$ cat src/rtl/bp_pkg.sv
// Shared branch-prediction definitions.
//   ctrState_e : 2-bit saturating counter encoding (SNT/WNT/WT/ST)
//   MODE_*     : prediction mode selectors for the BTB MODE parameter
package bp_pkg;

  typedef enum logic [1:0] {
    SNT = 2'b00,
    WNT = 2'b01,
    WT  = 2'b10,
    ST  = 2'b11
  } ctrState_e;

  localparam int unsigned MODE_STATIC  = 0;
  localparam int unsigned MODE_DYNAMIC = 1;

endpackage

$ cat src/rtl/bp_sat_counter.sv
// Next-state logic for a 2-bit saturating branch counter.
//   ctr     : current counter state
//   taken   : resolved direction
//   jump    : unconditional jump (forces strongly taken)
//   nextCtr : updated counter state
module bp_sat_counter
  import bp_pkg::*;
(
  input  ctrState_e ctr,
  input  logic      taken,
  input  logic      jump,
  output ctrState_e nextCtr
);

  always_comb begin
    nextCtr = ctr;
    if (jump) begin
      nextCtr = ST;
    end else if (taken) begin
      if (ctr != ST) nextCtr = ctrState_e'(ctr + 2'd1);
    end else begin
      if (ctr != SNT) nextCtr = ctrState_e'(ctr - 2'd1);
    end
  end

endmodule

$ cat src/rtl/branch_target_buffer.sv
// Direct-mapped branch target buffer with 2-bit counters.
// Fetch side : PCF looked up combinationally -> TakenF, P_PCF.
// Execute side: BranchE/JumpE resolution trains the table, flags a
//               mispredict (MispredictE, RedirectPCE) and counts
//               resolved branches (BranchCnt) and mispredicts (MissCnt).
// clk/rst: rising-edge clock, synchronous active-high reset.
module branch_target_buffer
  import bp_pkg::*;
#(
  parameter int unsigned XLEN    = 32,
  parameter int unsigned ENTRIES = 16,
  parameter int unsigned MODE    = 1
) (
  input  logic            clk,
  input  logic            rst,
  input  logic [XLEN-1:0] PCF,
  output logic            TakenF,
  output logic [XLEN-1:0] P_PCF,
  input  logic            BranchE,
  input  logic            JumpE,
  input  logic            PCSrcE,
  input  logic [XLEN-1:0] PCE,
  input  logic [XLEN-1:0] PCTargetE,
  input  logic [XLEN-1:0] PCPlus4E,
  input  logic            PredTakenE,
  input  logic [XLEN-1:0] PredPCE,
  output logic            MispredictE,
  output logic [XLEN-1:0] RedirectPCE,
  output logic [31:0]     BranchCnt,
  output logic [31:0]     MissCnt
);

  localparam int unsigned IDX_W = $clog2(ENTRIES);
  localparam int unsigned TAG_W = XLEN - IDX_W - 2;
  localparam bit          PREDICT = (MODE == MODE_DYNAMIC);

  logic             validQ  [ENTRIES];
  logic [TAG_W-1:0] tagQ    [ENTRIES];
  logic [XLEN-1:0]  targetQ [ENTRIES];
  ctrState_e        ctrQ    [ENTRIES];

  logic [IDX_W-1:0] fetchIdx;
  logic [TAG_W-1:0] fetchTag;
  logic             fetchHit;
  logic [IDX_W-1:0] exIdx;
  logic [TAG_W-1:0] exTag;
  logic             exHit;
  logic             updateEn;
  ctrState_e        exNextCtr;

  // Byte-offset bits never participate in index or tag.
  logic unusedPcBits;
  assign unusedPcBits = ^{PCF[1:0], PCE[1:0]};

  // Fetch lookup; reads registered state so it sees pre-update contents.
  assign fetchIdx = PCF[IDX_W+1:2];
  assign fetchTag = PCF[XLEN-1:IDX_W+2];
  assign fetchHit = validQ[fetchIdx] && (tagQ[fetchIdx] == fetchTag);
  assign TakenF   = PREDICT && fetchHit &&
                    (ctrQ[fetchIdx] == WT || ctrQ[fetchIdx] == ST);
  assign P_PCF    = TakenF ? targetQ[fetchIdx] : PCF + XLEN'(4);

  // Execute-stage resolution.
  assign updateEn = BranchE | JumpE;
  assign exIdx    = PCE[IDX_W+1:2];
  assign exTag    = PCE[XLEN-1:IDX_W+2];
  assign exHit    = validQ[exIdx] && (tagQ[exIdx] == exTag);

  assign MispredictE = updateEn
                     ? ((PredTakenE != PCSrcE) || (PCSrcE && (PredPCE != PCTargetE)))
                     : PredTakenE;
  assign RedirectPCE = (updateEn && PCSrcE) ? PCTargetE : PCPlus4E;

  bp_sat_counter uSatCounter (
    .ctr     (ctrQ[exIdx]),
    .taken   (PCSrcE),
    .jump    (JumpE),
    .nextCtr (exNextCtr)
  );

  // Valid bits and counters: cleared on reset, trained on resolution.
  always_ff @(posedge clk) begin
    if (rst) begin
      for (int unsigned i = 0; i < ENTRIES; i++) begin
        validQ[i] <= 1'b0;
        ctrQ[i]   <= WNT;
      end
    end else if (updateEn) begin
      if (exHit) begin
        ctrQ[exIdx] <= exNextCtr;
      end else if (PCSrcE) begin
        validQ[exIdx] <= 1'b1;
        ctrQ[exIdx]   <= JumpE ? ST : WT;
      end
    end
  end

  // Tags and targets carry no reset; a cleared valid bit masks them.
  always_ff @(posedge clk) begin
    if (!rst && updateEn && PCSrcE) begin
      targetQ[exIdx] <= PCTargetE;
      if (!exHit) tagQ[exIdx] <= exTag;
    end
  end

  // Saturating statistics counters.
  always_ff @(posedge clk) begin
    if (rst) begin
      BranchCnt <= 32'd0;
      MissCnt   <= 32'd0;
    end else begin
      if (updateEn && BranchCnt != 32'hFFFF_FFFF) BranchCnt <= BranchCnt + 32'd1;
      if (MispredictE && MissCnt != 32'hFFFF_FFFF) MissCnt <= MissCnt + 32'd1;
    end
  end

endmodule

$ cat config.mk
export PLATFORM = sky130hd
export DESIGN_NAME = branch_target_buffer
export DESIGN_NICKNAME = d
export VERILOG_FILES = /design/src/rtl/bp_pkg.sv /design/src/rtl/bp_sat_counter.sv /design/src/rtl/branch_target_buffer.sv
export SDC_FILE = /design/constraint.sdc
export NUM_CORES = 2
export LEC_CHECK = 0
export BUFFER_PORTS_ARGS = -buffer_cell sky130_fd_sc_hd__buf_2
export CORE_MARGIN = 2
export CORE_UTILIZATION = 55
export CTS_BUF_LIST = sky130_fd_sc_hd__clkbuf_8
export CTS_CLUSTER_SIZE = 16
export DETAILED_ROUTE_END_ITERATION = 6
export PLACE_DENSITY = 0.83
export SLEW_MARGIN = 20
export SYNTH_ARGS = -nofsm -noshare
export SYNTH_HDL_FRONTEND = slang
export SYNTH_HIERARCHICAL = 1
export SYNTH_SLANG_ARGS = --single-unit
$ cat constraint.sdc
create_clock -name clk -period 4.4 [get_ports clk]
set_input_delay 0.88 -clock clk [delete_from_list [all_inputs] [get_ports clk]]
set_output_delay 0.88 -clock clk [all_outputs]
set_load 0.01 [all_outputs]
==> flow_summary_export.csv <==
group,metric,value,unit
route,dr_wl_met2,64750,um
die,dieWidth,294.7,um
logic_synthesis,netlist_area,46490,um^2
power,p_sw_frac,0.2401,
power,vdd_ir_drop_max,0.0002089,V
critical_path,arrival,3.92,ns
route,drc,0,
sta,slew_headroom,0.3309,
critical_path,cpMaxStageDelayCell,"mux4_2",
clocking,clockBufferDepth,3,
critical_path,critPathKind,"input port to output pin",
critical_path,critPathRequiredTime,3.52,ns
logic_synthesis,async_reset_ff_frac,0,
logic_synthesis,avgSynthCellArea,18.25,um^2
sta,worst_slack,-0.3963,ns
route,first_pass_iters,6,
logic_synthesis,ys_seq_elements,1040,
critical_path,crit_chain,"bufbuf_16 > mux4_2 > mux4_2 > xnor2_2 > nand4_1 > nor4_2 > nand4_1 > buf_6 > buf_12 > mux2_4 > buf_6",
final_layout,syn_to_final_growth,19.98,%
final_layout,nets,3335,
logic_synthesis,yosysWarnings,6,
global_routing,grt_usage,0.3032,
sta,tightest_slew,1.004,ns
placed_design,gp_congestion,0.9162,
power,p_leak,19.34,nW
final_layout,fin_cells,4432,
global_routing,grt_pass1_vias,29730,
route,totalWireLength,132900,um
clocking,root_buffer,"clkbuf_8",
sta,slew_viol_final,0,
critical_path,cp-end-kind,"output pin",
sta,period_share,1.090,
critical_path,critical_path.startpoint_type,"input port",
hold_path,hp-class,"input port to flop",
logic_synthesis,synth_cell_types,74,
route,wl_per_cell,29.98,um
sta,rsz0062_at_grt,"yes",
power,combPwrFrac,0.099,
route,drt_iter0_markers,3988,
final_layout,final_layout_size_suffix_gt1_frac,0.4010,
sta,hold_viol_final,0,
route,vias_per_cell,6.585,
placed_design,dp_hpwl,87670,um
final_layout,finalInstanceArea,55780,um^2
placed_design,placed_area,52140,um^2
power,clkPwrFrac,0.368,
run,maxCapViolations,0,
route,met3_wirelength,17150,um
critical_path,crit_path_max_incr_delay,0.63,ns
clocking,numCtsBuffers,160,
placed_design,placedCellCount,4126,
die,core_area,83690,um^2
clocking,cts-htree-levels,4,
die,die_height,294.7,um
route,ant_nets,0,
power,seq_power_share,0.533,
clocking,clkSinkCount,1040,
power,cellPowerDensity,368.2,nW/um^2
clocking,clk_pin_slew,0.06,ns
power,p_sw,4.931,mW
sta,fin_crit,4.796,ns
final_layout,fill_cells,5061,
route,num_vias,29180,
logic_synthesis,syn_inst,2547,
clocking,clkLatencyLatePin,0.84,ns
logic_synthesis,synth_enable_flop_cells,960,
global_routing,gr-total-overflow,0,
logic_synthesis,synth_nets,2716,
placed_design,portBuffers,293,
global_routing,grt_max_degree,97,
die,boundaryPins,296,
sta,setup_violations,33,
die,initial_core_util,0.5555,
route,top_layer,"met5",
power,p_int,15.60,mW
critical_path,path_max_fanout,12,
logic_synthesis,ys.flop_type,"edfxtp_1",
critical_path,reg2reg_slack,0.71,ns
clocking,cts_tree,"yes",
status,violations,"negative setup slack",
global_routing,antenna_found_initial,16,
global_routing,grt_pass1_wl,190500,um
route,drt-met1-wl,44380,um
die,dieArea,86860,um^2
sta,fmax,0.2085,GHz
status,status,"finished, violations left",
die,rows,106,
logic_synthesis,ys_seq_area_frac,0.6546,
sta,skew,0.04482,ns
worst max-delay path, delay by kind of cell:
kind | cells | cell delay [ns]
buffers and inverters | 4 | 0.77
AND/OR/NAND/NOR | 3 | 0.52
multiplexers | 3 | 1.50
XOR/XNOR | 1 | 0.23
power by group through the flow:
stage	sequential [mW]	combinational [mW]	clock [mW]
after CTS	10.9	1.98	7.61
after global placement	11.1	1.83	0
after detailed placement	11.1	1.90	0
final	10.9	2.04	7.56
after global routing	10.9	2.12	8.02
after floorplan	11.1	1.03	0
through the flow:
stage	TNS [ns]	power [mW]	util	hold slack (ns)	worst slack (ns)
4_1_cts	-9.868	20.53	0.6644	0.2575	-0.3343
2_1_floorplan	-86.37	12.16	-	0.4592	-0.2394
6_report	-11.76	20.53	0.6665	0.3069	-0.3963
3_5_place_dp	-93.39	13.05	0.6230	0.4835	-0.7219
5_1_grt	-14.03	21.08	0.6663	0.2918	-0.4520
3_3_place_gp	-99.08	12.96	0.6228	0.4687	-0.7415
synth_stat cells (27+ instances only):
library cell	number	area (um^2)
nand3_1	62	310.3
buf_2	29	145.1
mux2i_1	119	1191
nand2_1	70	262.8
nand4_1	28	175.2
xor2_1	89	779.5
mux2_4	29	435.4
dfxtp_1	80	1602
mux4_2	355	7995
a22oi_1	45	337.8
xnor2_1	81	709.4
mux2_2	44	495.5
nor2_1	120	450.4
a21oi_1	28	140.1
edfxtp_1	960	28830
inv_1	36	135.1
o22ai_1	27	168.9
clkbuf_1	64	240.2
layout by cell type (no fill, tap or decap), types with 29 or more instances in the layout:
cell type	n
clkbuf_8	173
a22oi_1	45
buf_2	259
nor2_1	87
mux2_2	44
nor2_4	33
xor2_1	89
mux4_2	355
buf_6	33
clkinv_1	32
buf_4	221
mux2_4	29
inv_1	82
nand3_1	62
edfxtp_1	960
dfxtp_1	80
mux2i_1	119
buf_12	87
nand2_1	69
xnor2_1	62
worst paths after layout:
path,startpoint,end,cells past startpoint
setup reg to reg,tagQ[11][21],tagQ[13][2],12
hold / removal,PCE[29],tagQ[4][23],1
hold reg to reg,validQ[9],validQ[9],2
setup / recovery,PCF[2],P_PCF[6],11
state kept, by name (all words and copies together) (netlist names):
register,count
targetQ,512
ctrQ,32
tagQ,416
validQ,16
BranchCnt,32
MissCnt,32
area by class of cell:
type	count	area, um^2	share of cell area
antenna	9	22.52	0.0004038
clock buffer	173	2381	0.04269
clock inverter	112	601.8	0.01079
inverter	37	138.9	0.002490
multi-input combinational	1318	15500	0.2779
sequential	1040	30430	0.5456
tap	1134	1419	0.02544
timing repair buffer	609	5281	0.09469
metal layers:
| metal | GRT usage | vias up |
|---|---|---|
| li1 | - | 11700 |
| met1 | 0.3761 | 14730 |
| met2 | 0.4876 | 2318 |
| met3 | 0.08763 | 423 |
| met4 | 0.1560 | 14 |
| met5 | 0 | - |
cell families after synthesis:
family,count (synthesis),share of synthesized area
flip-flops,1040,0.6546
AND/OR/NAND/NOR,387,0.04105
XOR/XNOR,170,0.03203
adder cells (fa/ha/maj),3,0.0008076
AO/OA/AOI/OAI,208,0.03160
buffers and inverters,189,0.02132
multiplexers,550,0.2186
timing repair:
item                                    4_1_cts  5_1_grt
pin swaps                                     4       12
endpoints found under the setup margin       33       33
hold buffers                                  0        0
setup buffers                                 8        4
resized for setup                            56       24
cloned                                        3        1
Note: power is estimated with default switching activity, not from simulation.
